## config.mk

```make
export PLATFORM = sky130hd
export DESIGN_NAME = alu_op_dispatcher
export DESIGN_NICKNAME = d
export VERILOG_FILES = /design/src/rtl/alu_op_dispatcher.sv
export SDC_FILE = /design/constraint.sdc
export NUM_CORES = 1
export LEC_CHECK = 0
export CORE_MARGIN = 1.5
export CORE_UTILIZATION = 39
export CTS_CLUSTER_DIAMETER = 200
export CTS_CLUSTER_SIZE = 10
export DETAILED_ROUTE_END_ITERATION = 10
export PLACE_DENSITY_LB_ADDON = 0.1
export SYNTH_ARGS = -nofsm -noshare
export SYNTH_HDL_FRONTEND = slang
export SYNTH_SLANG_ARGS = --single-unit
```

## constraint.sdc

```tcl
create_clock -name clk -period 1.7 [get_ports clk]
set_input_delay 0.255 -clock clk [delete_from_list [all_inputs] [get_ports clk]]
set_output_delay 0.255 -clock clk [all_outputs]
set_load 0.05 [all_outputs]
```

## src/rtl/alu_op_dispatcher.sv

```systemverilog
// Initiator side of the ALU16 start/finish protocol: takes one request at a time,
// drives start/operands to the control unit, captures the result and returns a response.
module alu_op_dispatcher #(
    parameter int TIMEOUT   = 64,
    parameter int LEGAL_OPS = 8
) (
    input  logic        clk,
    input  logic        rst_b,
    input  logic        req_valid,
    output logic        req_ready,
    input  logic [3:0]  req_op,
    input  logic [15:0] req_a,
    input  logic [15:0] req_b,
    output logic [3:0]  alu_s,
    output logic        alu_start,
    output logic [15:0] alu_x,
    output logic [15:0] alu_y,
    input  logic        alu_finish,
    input  logic [15:0] alu_hi,
    input  logic [15:0] alu_lo,
    output logic        rsp_valid,
    input  logic        rsp_ready,
    output logic [3:0]  rsp_op,
    output logic [15:0] rsp_hi,
    output logic [15:0] rsp_lo,
    output logic        rsp_illegal,
    output logic        rsp_timeout,
    output logic        busy,
    output logic        err_spurious
);

    typedef enum logic [2:0] {S_IDLE, S_ISSUE, S_WAIT, S_RESP, S_DRAIN} state_t;

    localparam int TW = $clog2(TIMEOUT + 1);
    localparam logic [TW-1:0] T_LAST = TW'(TIMEOUT - 1);

    state_t        state, state_nx;
    logic [TW-1:0] timer;
    logic          timer_last;
    logic          op_legal;

    assign timer_last = (timer == T_LAST);
    assign op_legal   = (32'(req_op) < LEGAL_OPS);

    // Handshake outputs are pure state decodes, so no input reaches an output combinationally
    assign req_ready = (state == S_IDLE);
    assign alu_start = (state == S_ISSUE);
    assign rsp_valid = (state == S_RESP);
    assign busy      = (state != S_IDLE);

    always_ff @(posedge clk or negedge rst_b) begin
        if (!rst_b) state <= S_IDLE;
        else        state <= state_nx;
    end

    always_comb begin
        state_nx = state;
        case (state)
            S_IDLE:  if (req_valid) state_nx = op_legal ? S_ISSUE : S_RESP;
            S_ISSUE: state_nx = S_WAIT;
            S_WAIT:  if (alu_finish || timer_last) state_nx = S_RESP;
            S_RESP:  if (rsp_ready) state_nx = rsp_timeout ? S_DRAIN : S_IDLE;
            S_DRAIN: if (alu_finish || timer_last) state_nx = S_IDLE;
            default: state_nx = S_IDLE;
        endcase
    end

    always_ff @(posedge clk or negedge rst_b) begin
        if (!rst_b) begin
            alu_s        <= '0;
            alu_x        <= '0;
            alu_y        <= '0;
            rsp_op       <= '0;
            rsp_hi       <= '0;
            rsp_lo       <= '0;
            rsp_illegal  <= 1'b0;
            rsp_timeout  <= 1'b0;
            timer        <= '0;
            err_spurious <= 1'b0;
        end else begin
            case (state)
                S_IDLE: begin
                    timer <= '0;
                    if (req_valid) begin
                        rsp_op      <= req_op;
                        rsp_hi      <= '0;
                        rsp_lo      <= '0;
                        rsp_illegal <= !op_legal;
                        rsp_timeout <= 1'b0;
                        // Illegal ops never reach the ALU, so its inputs keep their old values
                        if (op_legal) begin
                            alu_s <= req_op;
                            alu_x <= req_a;
                            alu_y <= req_b;
                        end
                    end
                end
                S_ISSUE: timer <= '0;
                S_WAIT: begin
                    if (alu_finish) begin
                        rsp_hi <= alu_hi;
                        rsp_lo <= alu_lo;
                        timer  <= '0;
                    end else if (timer_last) begin
                        rsp_timeout <= 1'b1;
                        rsp_hi      <= '0;
                        rsp_lo      <= '0;
                        timer       <= '0;
                    end else begin
                        timer <= timer + 1'b1;
                    end
                end
                S_RESP: timer <= '0;
                S_DRAIN: begin
                    if (alu_finish || timer_last) timer <= '0;
                    else                          timer <= timer + 1'b1;
                end
                default: timer <= '0;
            endcase

            if (alu_finish && (state == S_IDLE || state == S_ISSUE || state == S_RESP))
                err_spurious <= 1'b1;
        end
    end

endmodule

```

# Word-level counts from Yosys, hierarchy flattened
# Cells that the tools add are included.
dict set report word_totals {
  wordCells 59
  regBits 85
  inputBits 73
}
dict set report op_classes {
  n_addsub 1
  n_mux 21
  magnitude_cmp 1
  n_reduce_logical 13
  n_eq_ne 12
}
# op n
set op_table {}
lappend op_table {{$mux W16} 4}
lappend op_table {{$pmux W16 S2} 2}
lappend op_table {{$mux W7} 3}
lappend op_table {{$mux W3} 5}
lappend op_table {{$pmux W3 S5} 1}
lappend op_table {{$pmux W7 S2} 1}
lappend op_table {{$ne A2 B2 Y1 const B} 5}
lappend op_table {{$reduce_and A4 Y1} 2}
lappend op_table {{$add A7 B1 Y7 const B} 1}
lappend op_table {{$eq A7 B6 Y1 const B} 1}
lappend op_table {{$eq A3 B2 Y1 const B} 2}
lappend op_table {{$reduce_and A3 Y1} 2}
lappend op_table {{$lt A4 B4 Y1 const B} 1}
lappend op_table {{$eq A3 B1 Y1 const B} 1}
lappend op_table {{$eq A3 B3 Y1 const B} 1}
lappend op_table {{$logic_not A3 Y1} 1}
lappend op_table {{$logic_or A1 B1 Y1} 3}
lappend op_table {{$mux W1} 3}
lappend op_table {{$ne A3 B3 Y1 const B} 1}
lappend op_table {{$reduce_bool A3 Y1} 1}
lappend op_table {{$mux W2} 1}
lappend op_table {{$ne A2 B1 Y1 const B} 1}
lappend op_table {{$pmux W1 S2} 1}
lappend op_table {{$reduce_and A2 Y1} 1}
lappend op_table {{other kinds (3)} 3}

# Depth between registers and ports, before layout
# Gate-level depths: netlist of run 1.
dict set report logic_depth {
  ltp_word 4
  depth_mapped 6
  ltp_nobuf 4
}

# Worst setup path before layout of run 1
# OpenSTA, ideal clock, no wires.
dict set report synth_path {
  path_kind {register -> output}
  from {reg state[0]}
  to {out busy}
  path_stages_with_launch 4
  t_required_ns 1.445
  arrival_ns 2.323
  n_path_buf 1
  slack_ns -0.878
  cell_sequence {dfrtp_1 > clkbuf_1 > nor3_1 > inv_1}
}
dict set report synth_between {
  elab_chain_cells 1
}
# item line_no
set synth_rtl {}
lappend synth_rtl {{from (decl)} 37} ;# state_t state, state_nx;
lappend synth_rtl {{from (signal assigned)} 53} ;# else state <= state_nx;
lappend synth_rtl {{$reduce_bool A3 Y1} 49} ;# assign busy = (state != S_IDLE);
lappend synth_rtl {{to (decl)} 28} ;# output logic busy,
# No other way between the ends.

# Worst setup path after layout of run 1
dict set report layout_path {
  from {reg state[2]}
  to {out busy}
}
# Same word-level chain as after synthesis.

==> reports/results.ini, run 1 <==
[outcome]
status=finished, final reports clean

[clock_tree]
cts.sinks=84
clockBufferDepth=2
clock-root-buffer=clkbuf_8
clkLatencyLatePin_ns=0.35
htree_levels=3
clk_pin_slew_ns=0.08
cts_tree=built
numCtsBuffers=9

[route]
wl_per_cell_um=15.3
totalWireLength_mm=9.65
dr.pass1.iters=6
drc=0
antenna_left=0
vias_per_cell=4.90
num_vias=3087
drtIter0Drc=97

[logic_synthesis]
netlist_top_cells_area=dfrtp_1, mux2_4, o211ai_1
yosysWarnings=0
synthArstFlopShare_pct=100
syn_avg_cell_area_um2=11.6
synth_flop_cell=dfrtp_1
syn_inst=329
yosys.cell_types.count=41
synth_top_area_share_pct=55.1
synth-seq-cells=84
yosysSeqAreaShare_pct=55.1
synth_area_mm2=0.00381
synthesis.nets=403
synth_edf_count=0
synth_largest_area_cell=dfrtp_1

[worst_setup_path]
worstPathArrival_ns=1.41
crit_type=reg -> out
rrSetupSlack_ns=0.04
crit_chain=buf_6 -> nor3_4 -> inv_2 -> buf_12
cpLargestDelayFamily=flip-flops
critPathMaxStageDelay_ns=0.46
crit_required_ns=1.44
crit_slowest_cell=dfrtp_2
cp-start-kind=flop
endpoint_kind=output port
cp_max_fo=5
path_buf_inv=3

[grt]
overflow=0
grt_pass1_vias=3018
grt_use_total_pct=19.1
grt_pass1_wl_mm=15.3
grt_max_degree=37
antenna_found_initial=0

[place]
portBuffers=151
place.gp.congestion=0.755
hpwl_mm=6.77
dpl.cell_count=605

[timing]
min_period_ns=1.67
hold_viol=0
fmax_mhz=600
skew_ns=0.00787
rsz0062_at_grt=yes
slew_viol_final=0
setup_viol=0
holdWs_ns=0.363
timing.final.crit_share_pct=98.1
tightest_slew_ns=0.369
max_slew_margin_pct=75.3

[pwr]
power_density_mw_per_mm2=2140
peakVddDrop_mv=1.24
p_leak_nw=2.63

[die]
ios=152
start_util_pct=40.7
row_count=35
fp.dieW_um=102
die_area_mm2=0.0104
core_mm2=0.00937
die_h_um=102

[cells_and_area]
mostFrequentLayoutCells=buf_4, dfrtp_1, clkdlybuf4s50_1
drive_above_1_share_pct=34.3
nNetsFinal=570
area_delta_synth_final_pct=53.1
antennaDiodeCount=0
final_util_pct=62.3
final_cells=630
layout_commonest_cell=buf_4

[job]
maxCapViolCount=0

[hold_path]
hp-class=in -> async

## repair_timing
| action | 4_1_cts | 5_1_grt |
|---|---|---|
| pin swaps | 1 | 2 |
| endpoints found under the hold margin | 22 | 0 |
| hold buffers | 1 | 0 |
| gates resized for setup | 5 | 5 |
| gates cloned | 0 | 2 |
| setup buffers | 4 | 2 |
| setup endpoints to repair | 2 | 22 |
## final timing paths
| path | startpoint | end | cells past startpoint |
|---|---|---|---|
| max in group asynchronous | rst_b | rsp_hi[2]$_DFFE_PN0P_ | 3 |
| min in group clk | alu_lo[0] | rsp_lo[0]$_DFFE_PN0P_ | 3 |
| max reg2reg | state[1]$_DFFE_PN0P_ | alu_y[3]$_DFFE_PN0P_ | 5 |
| min | rst_b | alu_x[7]$_DFFE_PN0P_ | 2 |
| max | state[2]$_DFFE_PN0P_ | busy | 4 |
| min reg2reg | err_spurious$_DFFE_PN0P_ | err_spurious$_DFFE_PN0P_ | 1 |
## flip-flops by register name (all words and copies together) (netlist names)
signal / cells
alu_s: 4
rsp_timeout: 1
err_spurious: 1
alu_x: 16
rsp_hi: 16
timer: 7
rsp_lo: 16
state: 3
alu_y: 16
rsp_op: 4
## layout make-up
type                            instances  area [um^2]
Inverter                               35          131
Sequential cell                        84         2100
Multi-Input combinational cell        188         1490
Clock inverter                          5         82.6
Clock buffer                           11          151
Tap cell                              129          161
Fill cell                             791         3530
Timing Repair Buffer                  178         1720
## layer usage
layer / track usage [%] / wire length, um
met5: 0 / 0
met4: 7.27 / 197
met3: 3.90 / 520
met2: 31.0 / 4710
met1: 25.5 / 4230
## per-stage QoR
step	total power, mW	setup TNS, ns	setup WS, ns	area (um^2)
final	12.5	0	0.0329	5840
after global routing	13.1	-0.434	-0.0292	5840
after CTS	12.5	0	0.0117	5750
after detailed placement	10.8	-4.32	-0.158	5470
after global placement	10.7	-4.24	-0.149	5470
after floorplan	8.31	-0.0514	-0.0498	3830
## where the power goes
| group | internal (mW) | switching, mW | total (mW) |
|---|---|---|---|
| registers | 2.85 | 0.579 | 3.43 |
| clock network | 0.914 | 0.721 | 1.63 |
| logic | 2.77 | 4.63 | 7.41 |
## synth_stat cells (all sizes together) (3+ instances only)
library cell / count
nand3: 3
nor2b: 4
clkbuf: 11
nor2: 11
o21ai: 34
buf: 11
dfrtp: 84
inv: 35
nand2: 35
mux2: 39
o211ai: 33
## logic make-up after synthesis
family | Yosys count | share of synthesized area, %
flops | 84 | 55.1
simple gates | 68 | 8.89
compound gates | 76 | 12.9
buf+inv | 57 | 7.45
fa+ha+maj | 1 | 0.328
mux | 39 | 14.4
xor+xnor | 4 | 0.919
(Power assumes the default switching activity.)
==> inputs of run 2 (changes only) <==
CORE_MARGIN = unset   (was 1.5)
MAX_ROUTING_LAYER = met4   (was unset)
==> run 2 against run 1 <==
The run now ends with negative setup slack left. Total power down 0.38%. Clock power is essentially flat. Final cell count down 0.48%. Flip-flop and latch count unchanged. Combinational power hardly changed. Critical path depth did not move. Largest power group unchanged. Utilization shrank 0.63 points. Routed wire length decreased by 2.6%. Clock skew increased by 0.0068 ns. Maximum frequency is 2.5% lower. Clock-buffer cell count shrank 1. Die area decreased by 2.0%.
==> reports/results.ini, run 2 (synthesized netlist as in run 1, its figures left out) <==
[grt]
grt_max_degree=45  ; +22%
grt_pass1_vias=2878  ; -4.6%
grt_pass1_wl_mm=14.6  ; -4.6%
overflow=0  ; unchanged
grt_use_total_pct=19.3  ; +0.20 points
antenna_found_initial=0  ; unchanged

[die]
die_h_um=101  ; -0.98%
ios=152  ; unchanged
die_area_mm2=0.0102  ; -2.0%
core_mm2=0.00937  ; unchanged
fp.dieW_um=101  ; -0.98%
start_util_pct=40.7  ; unchanged
row_count=35  ; unchanged

[worst_setup_path]
crit_start=state[2]$_DFFE_PN0P_
crit_type=reg -> out
worstPathArrival_ns=1.45  ; +0.04 ns
r2r_start=state[2]$_DFFE_PN0P_
crit_slowest_cell=dfrtp_1
crit_required_ns=1.44  ; about the same
critPathMaxStageDelay_ns=0.42  ; -0.04 ns
cp_max_fo=3  ; -2
endpoint_kind=output port
crit_chain=buf_4 -> nor3_4 -> buf_6 -> buf_12
cp-start-kind=flop

[route]
antenna_left=0  ; unchanged
wl_per_cell_um=15.0  ; -2.1%
dr.pass1.iters=4  ; -2
num_vias=3012  ; -2.4%
drtIter0Drc=82  ; -15%
vias_per_cell=4.80  ; -2.0%
drc=0  ; unchanged
totalWireLength_mm=9.40  ; -2.6%

[pwr]
p_seq_share_pct=27.7  ; +0.2 points
p_comb_share_pct=59.5  ; about the same
p_sw_share_pct=47.7  ; +0.17 points
total_power_mw=12.4  ; -0.38%
p_int_mw=6.49  ; -0.71%
power_density_mw_per_mm2=2150  ; +0.64%
p_leak_nw=2.61  ; -0.99%
peakVddDrop_mv=1.14  ; -8.3%
netSwitchingPower_mw=5.93  ; about the same
clockPowerShare_pct=12.9  ; -0.2 points

[clock_tree]
numCtsBuffers=9  ; unchanged
clock-root-buffer=clkbuf_8
clockBufferDepth=2  ; unchanged
htree_levels=3  ; unchanged
cts_tree=built
clkLatencyLatePin_ns=0.36  ; about the same
cts.sinks=84  ; unchanged
clk_pin_slew_ns=0.09  ; about the same

[timing]
timing.final.crit_share_pct=101  ; +2.5 points
holdWs_ns=0.372  ; +0.00912 ns
setup_viol=1  ; +1
tightest_slew_ns=0.438  ; +0.0689 ns
rsz0062_at_grt=yes
hold_viol=0  ; unchanged
setup_ws_ns=-0.00904  ; -0.0419 ns
slew_viol_final=0  ; unchanged
skew_ns=0.0147  ; +0.00681 ns
fmax_mhz=585  ; -2.5%
min_period_ns=1.71  ; +0.0419 ns
max_slew_margin_pct=70.8  ; -4.5 points

[hold_path]
hp-class=in -> async

[cells_and_area]
area_delta_synth_final_pct=51.5
nNetsFinal=567  ; -0.53%
mostFrequentLayoutCells=buf_4, dfrtp_1, clkdlybuf4s50_1
antennaDiodeCount=0  ; unchanged
drive_above_1_share_pct=34.3  ; about the same
final_cells=627  ; -0.48%
layout_commonest_cell=buf_4

[job]
maxCapViolCount=0  ; unchanged

[place]
hpwl_mm=6.58  ; -2.8%
pre_cts_slack_ns=-0.164  ; -0.00651 ns
place.gp.congestion=0.767  ; +1.7%
portBuffers=151  ; unchanged
dpl.cell_count=605  ; unchanged

[outcome]
violations=negative setup slack
status=complete, but fails checks

==> run 2: cell count changes in the layout (fill, tap and decap cells not counted), sizes merged <==
cell | before | now
inv | 36 | 35
clkbuf | 13 | 11
clkinv | 2 | 4
buf | 104 | 102
==> run 2: worst paths after layout <==
path,cells after the start,to,slack (ns)
max,4,req_ready,-0.009
min,2,alu_x[4]$_DFFE_PN0P_,0.37
max reg2reg,5,alu_y[7]$_DFFE_PN0P_,0.01
min reg2reg,1,timer[0]$_DFF_PN0_,0.48
max in group asynchronous,3,timer[1]$_DFF_PN0_,0.74
min in group clk,3,rsp_hi[5]$_DFFE_PN0P_,0.47
==> run 2: power by group through the flow <==
| stage | sequential, mW | combinational [mW] | clock (mW) |
|---|---|---|---|
| after floorplan | 6.21 | 2.10 | 0 |
| after global placement | 3.44 | 7.17 | 0 |
| after detailed placement | 3.46 | 7.26 | 0 |
| after CTS | 3.44 | 7.36 | 1.65 |
| after global routing | 3.55 | 7.78 | 1.74 |
| final | 3.44 | 7.39 | 1.60 |
==> run 2: per-layer routing <==
| layer | vias up | global-route usage (%) | wire, um |
|---|---|---|---|
| li1 | 1450 | - | - |
| met1 | 1475 | 25.2 | 4290 |
| met2 | 76 | 29.5 | 4520 |
| met3 | 11 | 5.48 | 466 |
| met4 | 0 | 5.46 | 128 |
| met5 | - | - | 0 |
==> run 2: cell type report <==
type                            instances  area (um^2)
Fill cell                             805         3590
Inverter                               35          131
Sequential cell                        84         2100
Multi-Input combinational cell        188         1490
Clock inverter                          6         87.6
Clock buffer                           10          138
Timing Repair Buffer                  175         1670
Tap cell                              129          161
==> run 2: worst max-delay path: cells and delay by family (launching register included) <==
kind | cells | cell delay (ns)
buffers and inverters | 3 | 0.43
flip-flops | 1 | 0.42
AND/OR/NAND/NOR | 1 | 0.24
==> run 2: metrics by stage <==
stage          utilization [%]  instance area, um^2  setup TNS [ns]
2_1_floorplan                -                 3830         -0.0514
3_3_place_gp              58.1                 5440           -4.17
3_5_place_dp              58.1                 5440           -4.58
4_1_cts                   61.2                 5730         -0.0536
5_1_grt                   61.7                 5780           -1.06
6_report                  61.7                 5780        -0.00904
==> run 2: repair_timing <==
action / in CTS / in global routing
pin swaps: 1 / 2
cloned: 0 / 1
gates resized for setup: 9 / 19
endpoints found under the hold margin: 30 / 0
setup endpoints to repair: 4 / 55
hold buffers: 1 / 0
setup buffers: 4 / 0
